<file path="config.mk">
export PLATFORM = sky130hd
export DESIGN_NAME = cpu_param
export DESIGN_NICKNAME = d
export VERILOG_FILES = /design/src/rtl/cpu_param.sv
export SDC_FILE = /design/constraint.sdc
export NUM_CORES = 1
export LEC_CHECK = 0
export BUFFER_PORTS_ARGS = -buffer_cell sky130_fd_sc_hd__clkbuf_2
export CAP_MARGIN = 20
export CORE_MARGIN = 4
export CORE_UTILIZATION = 58
export DETAILED_ROUTE_END_ITERATION = 6
export GPL_ROUTABILITY_DRIVEN = 0
export MAX_ROUTING_LAYER = met4
export PLACE_DENSITY_LB_ADDON = 0.25
export SKIP_CTS_REPAIR_TIMING = 1
export SLEW_MARGIN = 20
export SYNTH_ARGS = -nofsm -noshare
export SYNTH_HDL_FRONTEND = slang
export SYNTH_SLANG_ARGS = --single-unit
</file>
<file path="constraint.sdc">
create_clock -name clk -period 5.58 [get_ports clk]
set_input_delay 1.116 -clock clk [delete_from_list [all_inputs] [get_ports clk]]
set_output_delay 1.116 -clock clk [all_outputs]
set_load 0.005 [all_outputs]
</file>
<file path="src/rtl/cpu_param.sv">
// Parametrised multicycle CPU core: one shared instruction/data memory port with
// wait-request handshake, eight general registers, N/Z flags, HALT state and debug outputs.
module cpu_param #(
    parameter int DATA_W = 16,
    parameter int ADDR_W = 16
) (
    input  logic              clk,
    input  logic              reset,
    output logic [ADDR_W-1:0] o_mem_addr,
    output logic              o_mem_rd,
    input  logic [DATA_W-1:0] i_mem_rddata,
    output logic              o_mem_wr,
    output logic [DATA_W-1:0] o_mem_wrdata,
    input  logic              i_mem_wait,
    output logic              o_halted,
    output logic [ADDR_W-1:0] o_pc
);

    typedef enum logic [2:0] {
        S_FETCH  = 3'd0,
        S_DECODE = 3'd1,
        S_EXEC   = 3'd2,
        S_LDWB   = 3'd3,
        S_HALT   = 3'd4
    } state_t;

    localparam logic [3:0] OP_MV   = 4'd0;
    localparam logic [3:0] OP_ADD  = 4'd1;
    localparam logic [3:0] OP_SUB  = 4'd2;
    localparam logic [3:0] OP_CMP  = 4'd3;
    localparam logic [3:0] OP_LD   = 4'd4;
    localparam logic [3:0] OP_ST   = 4'd5;
    localparam logic [3:0] OP_MVHI = 4'd6;
    localparam logic [3:0] OP_J    = 4'd8;
    localparam logic [3:0] OP_JZ   = 4'd9;
    localparam logic [3:0] OP_JN   = 4'd10;
    localparam logic [3:0] OP_CALL = 4'd12;
    localparam logic [3:0] OP_HALT = 4'd15;

    state_t             state_q, state_d;
    logic [ADDR_W-1:0]  pc_q, pc_d;
    logic [15:0]        ir_q, ir_d;
    logic               n_q, n_d;
    logic               z_q, z_d;
    logic [DATA_W-1:0]  regs_q [8];
    logic [DATA_W-1:0]  regs_d [8];

    // Instruction fields of the latched word
    logic [3:0]         opcode;
    logic               imm_f;
    logic [2:0]         rx_idx;
    logic [2:0]         ry_idx;
    logic [DATA_W-1:0]  imm8_sext;
    logic [ADDR_W-1:0]  imm11_sext;

    assign opcode     = ir_q[3:0];
    assign imm_f      = ir_q[4];
    assign rx_idx     = ir_q[7:5];
    assign ry_idx     = ir_q[10:8];
    assign imm8_sext  = DATA_W'($signed(ir_q[15:8]));
    assign imm11_sext = ADDR_W'($signed(ir_q[15:5]));

    logic [DATA_W-1:0]  rx_val;
    logic [DATA_W-1:0]  ry_val;
    logic [DATA_W-1:0]  op_b;
    logic [DATA_W-1:0]  sum_val;
    logic [DATA_W-1:0]  diff_val;
    logic [DATA_W-1:0]  mvhi_val;
    logic [ADDR_W-1:0]  jump_target;
    logic               jump_taken;
    logic               is_mem_op;

    assign rx_val      = regs_q[rx_idx];
    assign ry_val      = regs_q[ry_idx];
    assign op_b        = imm_f ? imm8_sext : ry_val;
    assign sum_val     = rx_val + op_b;
    assign diff_val    = rx_val - op_b;
    assign jump_target = imm_f ? (pc_q + imm11_sext) : rx_val[ADDR_W-1:0];
    assign is_mem_op   = (opcode == OP_LD) || (opcode == OP_ST);

    always_comb begin
        mvhi_val        = rx_val;
        mvhi_val[15:8]  = ir_q[15:8];
    end

    always_comb begin
        jump_taken = 1'b0;
        case (opcode)
            OP_J, OP_CALL: jump_taken = 1'b1;
            OP_JZ:         jump_taken = z_q;
            OP_JN:         jump_taken = n_q;
            default:       jump_taken = 1'b0;
        endcase
    end

    // State register
    always_ff @(posedge clk or negedge reset) begin
        if (!reset) begin
            state_q <= S_FETCH;
        end else begin
            state_q <= state_d;
        end
    end

    // Next-state logic
    always_comb begin
        state_d = state_q;
        case (state_q)
            S_FETCH: begin
                if (!i_mem_wait) begin
                    state_d = S_DECODE;
                end
            end
            S_DECODE: state_d = S_EXEC;
            S_EXEC: begin
                case (opcode)
                    OP_LD:   state_d = i_mem_wait ? S_EXEC : S_LDWB;
                    OP_ST:   state_d = i_mem_wait ? S_EXEC : S_FETCH;
                    OP_HALT: state_d = S_HALT;
                    default: state_d = S_FETCH;
                endcase
            end
            S_LDWB:  state_d = S_FETCH;
            S_HALT:  state_d = S_HALT;
            default: state_d = S_FETCH;
        endcase
    end

    // Outputs; gating with the reset input keeps requests low the instant reset asserts
    always_comb begin
        o_mem_rd     = 1'b0;
        o_mem_wr     = 1'b0;
        o_mem_addr   = pc_q;
        o_mem_wrdata = rx_val;
        o_halted     = (state_q == S_HALT);
        o_pc         = pc_q;
        case (state_q)
            S_FETCH: o_mem_rd = reset;
            S_EXEC: begin
                if (is_mem_op) begin
                    o_mem_addr = ry_val[ADDR_W-1:0];
                end
                o_mem_rd = reset && (opcode == OP_LD);
                o_mem_wr = reset && (opcode == OP_ST);
            end
            default: begin
                o_mem_rd = 1'b0;
                o_mem_wr = 1'b0;
            end
        endcase
    end

    // Datapath updates: decode latch, register writes, flags and PC
    always_comb begin
        pc_d = pc_q;
        ir_d = ir_q;
        n_d  = n_q;
        z_d  = z_q;
        for (int i = 0; i < 8; i++) begin
            regs_d[i] = regs_q[i];
        end
        case (state_q)
            S_DECODE: begin
                ir_d = i_mem_rddata[15:0];
                pc_d = pc_q + ADDR_W'(1);
            end
            S_EXEC: begin
                case (opcode)
                    OP_MV:   regs_d[rx_idx] = op_b;
                    OP_ADD: begin
                        regs_d[rx_idx] = sum_val;
                        n_d = sum_val[DATA_W-1];
                        z_d = (sum_val == '0);
                    end
                    OP_SUB: begin
                        regs_d[rx_idx] = diff_val;
                        n_d = diff_val[DATA_W-1];
                        z_d = (diff_val == '0);
                    end
                    OP_CMP: begin
                        n_d = diff_val[DATA_W-1];
                        z_d = (diff_val == '0);
                    end
                    OP_MVHI: regs_d[rx_idx] = mvhi_val;
                    OP_CALL: begin
                        // Target was read from the old R7, so "call R7" jumps before the link lands
                        regs_d[7] = DATA_W'(pc_q);
                        pc_d      = jump_target;
                    end
                    OP_J, OP_JZ, OP_JN: begin
                        if (jump_taken) begin
                            pc_d = jump_target;
                        end
                    end
                    default: ;
                endcase
            end
            S_LDWB: regs_d[rx_idx] = i_mem_rddata;
            default: ;
        endcase
    end

    always_ff @(posedge clk or negedge reset) begin
        if (!reset) begin
            pc_q <= '0;
            ir_q <= '0;
            n_q  <= 1'b0;
            z_q  <= 1'b0;
        end else begin
            pc_q <= pc_d;
            ir_q <= ir_d;
            n_q  <= n_d;
            z_q  <= z_d;
        end
    end

    for (genvar gi = 0; gi < 8; gi++) begin : g_regfile
        always_ff @(posedge clk or negedge reset) begin
            if (!reset) begin
                regs_q[gi] <= '0;
            end else begin
                regs_q[gi] <= regs_d[gi];
            end
        end
    end

endmodule

</file>
==> run metrics <==
final setup fails=0; HPWL after detailed placement=between 30000 and 40000 um; count of warnings emitted by yosys=0; Fin Setup TNS=0 ns; Root Driver=clkbuf_16; DR pass1 iterations=7; TritonCTS clock tree=yes; initial antenna violation count=2; WL per Instance=roughly 27 um; H-tree levels=4; vias per cell=7.256; Mapped Nets=1517; min Tclk post-route=5.311 ns; total track usage=39.87%; largest net degree at the start of global routing=76; #FFs+latches synth=165; Worst Max-Slew Pin Slew=1.101 ns; asr flop ratio synth=100.0%; f_max=188.3 MHz; Die Wd=156.3 um; Synth Area in XOR/XNOR=under 10%; Synth cell types=73; Skew-Pair Late Insertion Delay=0.44 ns; proportion of synthesized area in mux cells=16.26%; core area=about 0.021 sq mm; final worst path period share=95.17%; clk sinks=165; Iter 0 DRT Violations=2175; Hold Crit Class=reg -> reg; worst path arrival time=5.63 ns; Synth Area in Compound Gates=23.13%; hold_sp=state_q[2]$_DFFE_PN0P_; reg2reg start=ir_q[8]$_DFFE_PN0P_; Fin. Hold Viols=0; CP required=5.90 ns; drc violations=29; Synth Flop Type=dfrtp_1; status=complete, but fails checks; hold path cells=1; Max Slew Vio Count=0; CTS max path bufs=2; reg2reg path depth=14; cts bufs inserted=17; Area Overhead vs Synth=10.46%; Die Area=between 0.02 and 0.025 sq mm; largest family of logic cells by synthesized area=compound AO/OA/AOI/OAI gates; port buffer count=approximately 70; number of fill cells=1805; Starting Density=between 50% and 60%; worst-path cell chain=buf_12 > mux4_2 > mux2_2 > mux2i_1 > ha_1 > o21a_1 > o31a_1 > o311ai_1 > o21a_1 > a21oi_1 > xor2_1 > a221oi_1 > o21ai_0 > mux2_2; Seq/Total Area, Yosys=32.37%; CP Launch Type=register; vias in the first global route=roughly 12000; row count=53; cells after synthesis=between 1000 and 1500; first-pass GRT wire length=72640 um; I/O pin count=70; fraction of layout cells with a size suffix above 1=between 20 and 25%; clk slew on worst S/H paths=0.07 ns; Crit. End Element=register; Nets=~1600; simple-gate share of the synthesized area=16.03%; Post-synth EDFFs=0; WS Path Type=reg -> reg; DIE HEIGHT=156.3 um; DRT antenna net count=0; total wire length=approximately 47000 um; critical path's slowest cell=dfrtp_2; Mapped Area=approximately 0.013 sq mm; largest stage delay on the critical path=~0.63 ns; Max-Cap Viols=0; violated checks=DRC; Mean Syn Cell Area=a little under 9 sq um; Critical Path Fanout Max=26; Final Skew=between 0.01 and 0.015 ns; Adder-Cell Fraction of Synth Area=5.081%; Relative slew margins=26.59%; Remaining Overflow, GRT=0; unrepaired setup endpoints after global routing=false; critical path launch point=ir_q[8]$_DFFE_PN0P_; Via Count=~13000
==> cells in the final DEF (no fill, tap or decap), types with 18 or more instances in the layout <==
cell      Yosys  routed
a31oi_1      18      18
ha_1         47      47
dfrtp_1     165     163
nor2_1      133     132
inv_1        44      44
nor2b_1      18      18
buf_4         1      49
mux4_2       39      39
o21a_1       18      18
mux2_2       92      92
xnor2_1      31      31
a21oi_1     116     116
nand2_1     180     180
o21ai_0      92      91
nand3_1      19      19
a22oi_1      47      47
clkbuf_2      1      68
==> synth_stat cells, types with 11 or more instances <==
cell	number	area share, %
nand2_1	180	5.3
dfrtp_1	165	32
nor2_1	133	3.9
a21oi_1	116	4.6
mux2_2	92	8.1
o21ai_0	92	3.6
clkbuf_1	77	2.3
a22oi_1	47	2.8
ha_1	47	4.6
inv_1	44	1.3
mux4_2	39	6.9
xnor2_1	31	2.1
nand3_1	19	0.75
nor3_1	19	0.75
a31oi_1	18	0.88
nor2b_1	18	0.88
o21a_1	18	1.1
a221oi_1	17	1.2
o22ai_1	17	0.83
mux2i_1	16	1.3
nand2b_1	16	0.78
buf_2	15	0.59
a22o_1	13	0.89
a21o_1	12	0.71
nand4_1	12	0.59
a211oi_1	11	0.65
==> metrics by stage <==
| step | instance area [sq um] | util [%] | cells | hold slack [ns] | setup WS (ns) |
|---|---|---|---|---|---|
| final | 14090 | 65.98 | 1776 | 0.5064 | 0.2693 |
| after global routing | 14090 | 65.98 | 1776 | 0.5217 | 0.07855 |
| after floorplan | 12750 | - | 1448 | 0.4493 | 0.9922 |
| after CTS | 14070 | 65.91 | 1774 | 0.5063 | 0.3087 |
| after global placement | 13470 | 63.10 | 1742 | 0.4690 | 0.4269 |
| after detailed placement | 13470 | 63.10 | 1742 | 0.4907 | 0.3037 |
==> flip-flops by register name (all words and copies together) (netlist names) <==
| name | count |
|---|---|
| state_q | 3 |
| ir_q | 16 |
| n_q | 1 |
| o_pc | 16 |
| regs_q | 128 |
| z_q | 1 |
==> worst max-delay path: cells and delay by family, from the launching register on <==
| kind | cells | cell delay (ns) |
|---|---|---|
| compound gates | 7 | 1.99 |
| mux | 4 | 1.69 |
| flops | 1 | 0.63 |
| fa+ha+maj | 1 | 0.39 |
| buf+inv | 1 | 0.30 |
| xor+xnor | 1 | 0.16 |
==> metal layers <==
metal	vias up	global-route usage [%]	routed length, um
met5	-	-	0
met4	0	25.12	3651
met3	296	10.73	6713
met2	1099	56.73	19960
met1	6039	50.39	16850
li1	5452	-	-
==> kinds of logic after synthesis <==
| logic type | Yosys count |
|---|---|
| DFF | 165 |
| and+or+nand+nor | 455 |
| buffers and inverters | 145 |
| adders and majority gates | 50 |
| muxes | 147 |
| AOI/OAI and AO/OA | 448 |
| xor gates and xnor gates | 38 |
==> final cells by class <==
cell class | instances | area, sq um | share of cell area [%]
multi-input combinational | 1138 | 8084 | 57.38
inverter | 44 | 165.2 | 1.172
clock buffer | 18 | 439.2 | 3.117
sequential | 165 | 4131 | 29.33
clock inverter | 14 | 160.2 | 1.137
tap | 275 | 344.1 | 2.442
antenna | 2 | 5.005 | 0.03552
timing repair buffer | 120 | 759.5 | 5.391
==> worst paths after layout <==
path / to / slack (ns)
max reg2reg: regs_q[109]$_DFFE_PN0P_ / 0.27
min reg2reg: state_q[0]$_DFFE_PN0P_ / 0.51
min: state_q[0]$_DFFE_PN0P_ / 0.51
min in group asynchronous: o_pc[1]$_DFFE_PN0P_ / 0.59
max: regs_q[109]$_DFFE_PN0P_ / 0.27
max in group asynchronous: ir_q[8]$_DFFE_PN0P_ / 3.11
Power is left out: the tool's default activity adds up to more than one toggle a clock period on the data nets, which glitch-free logic cannot reach.
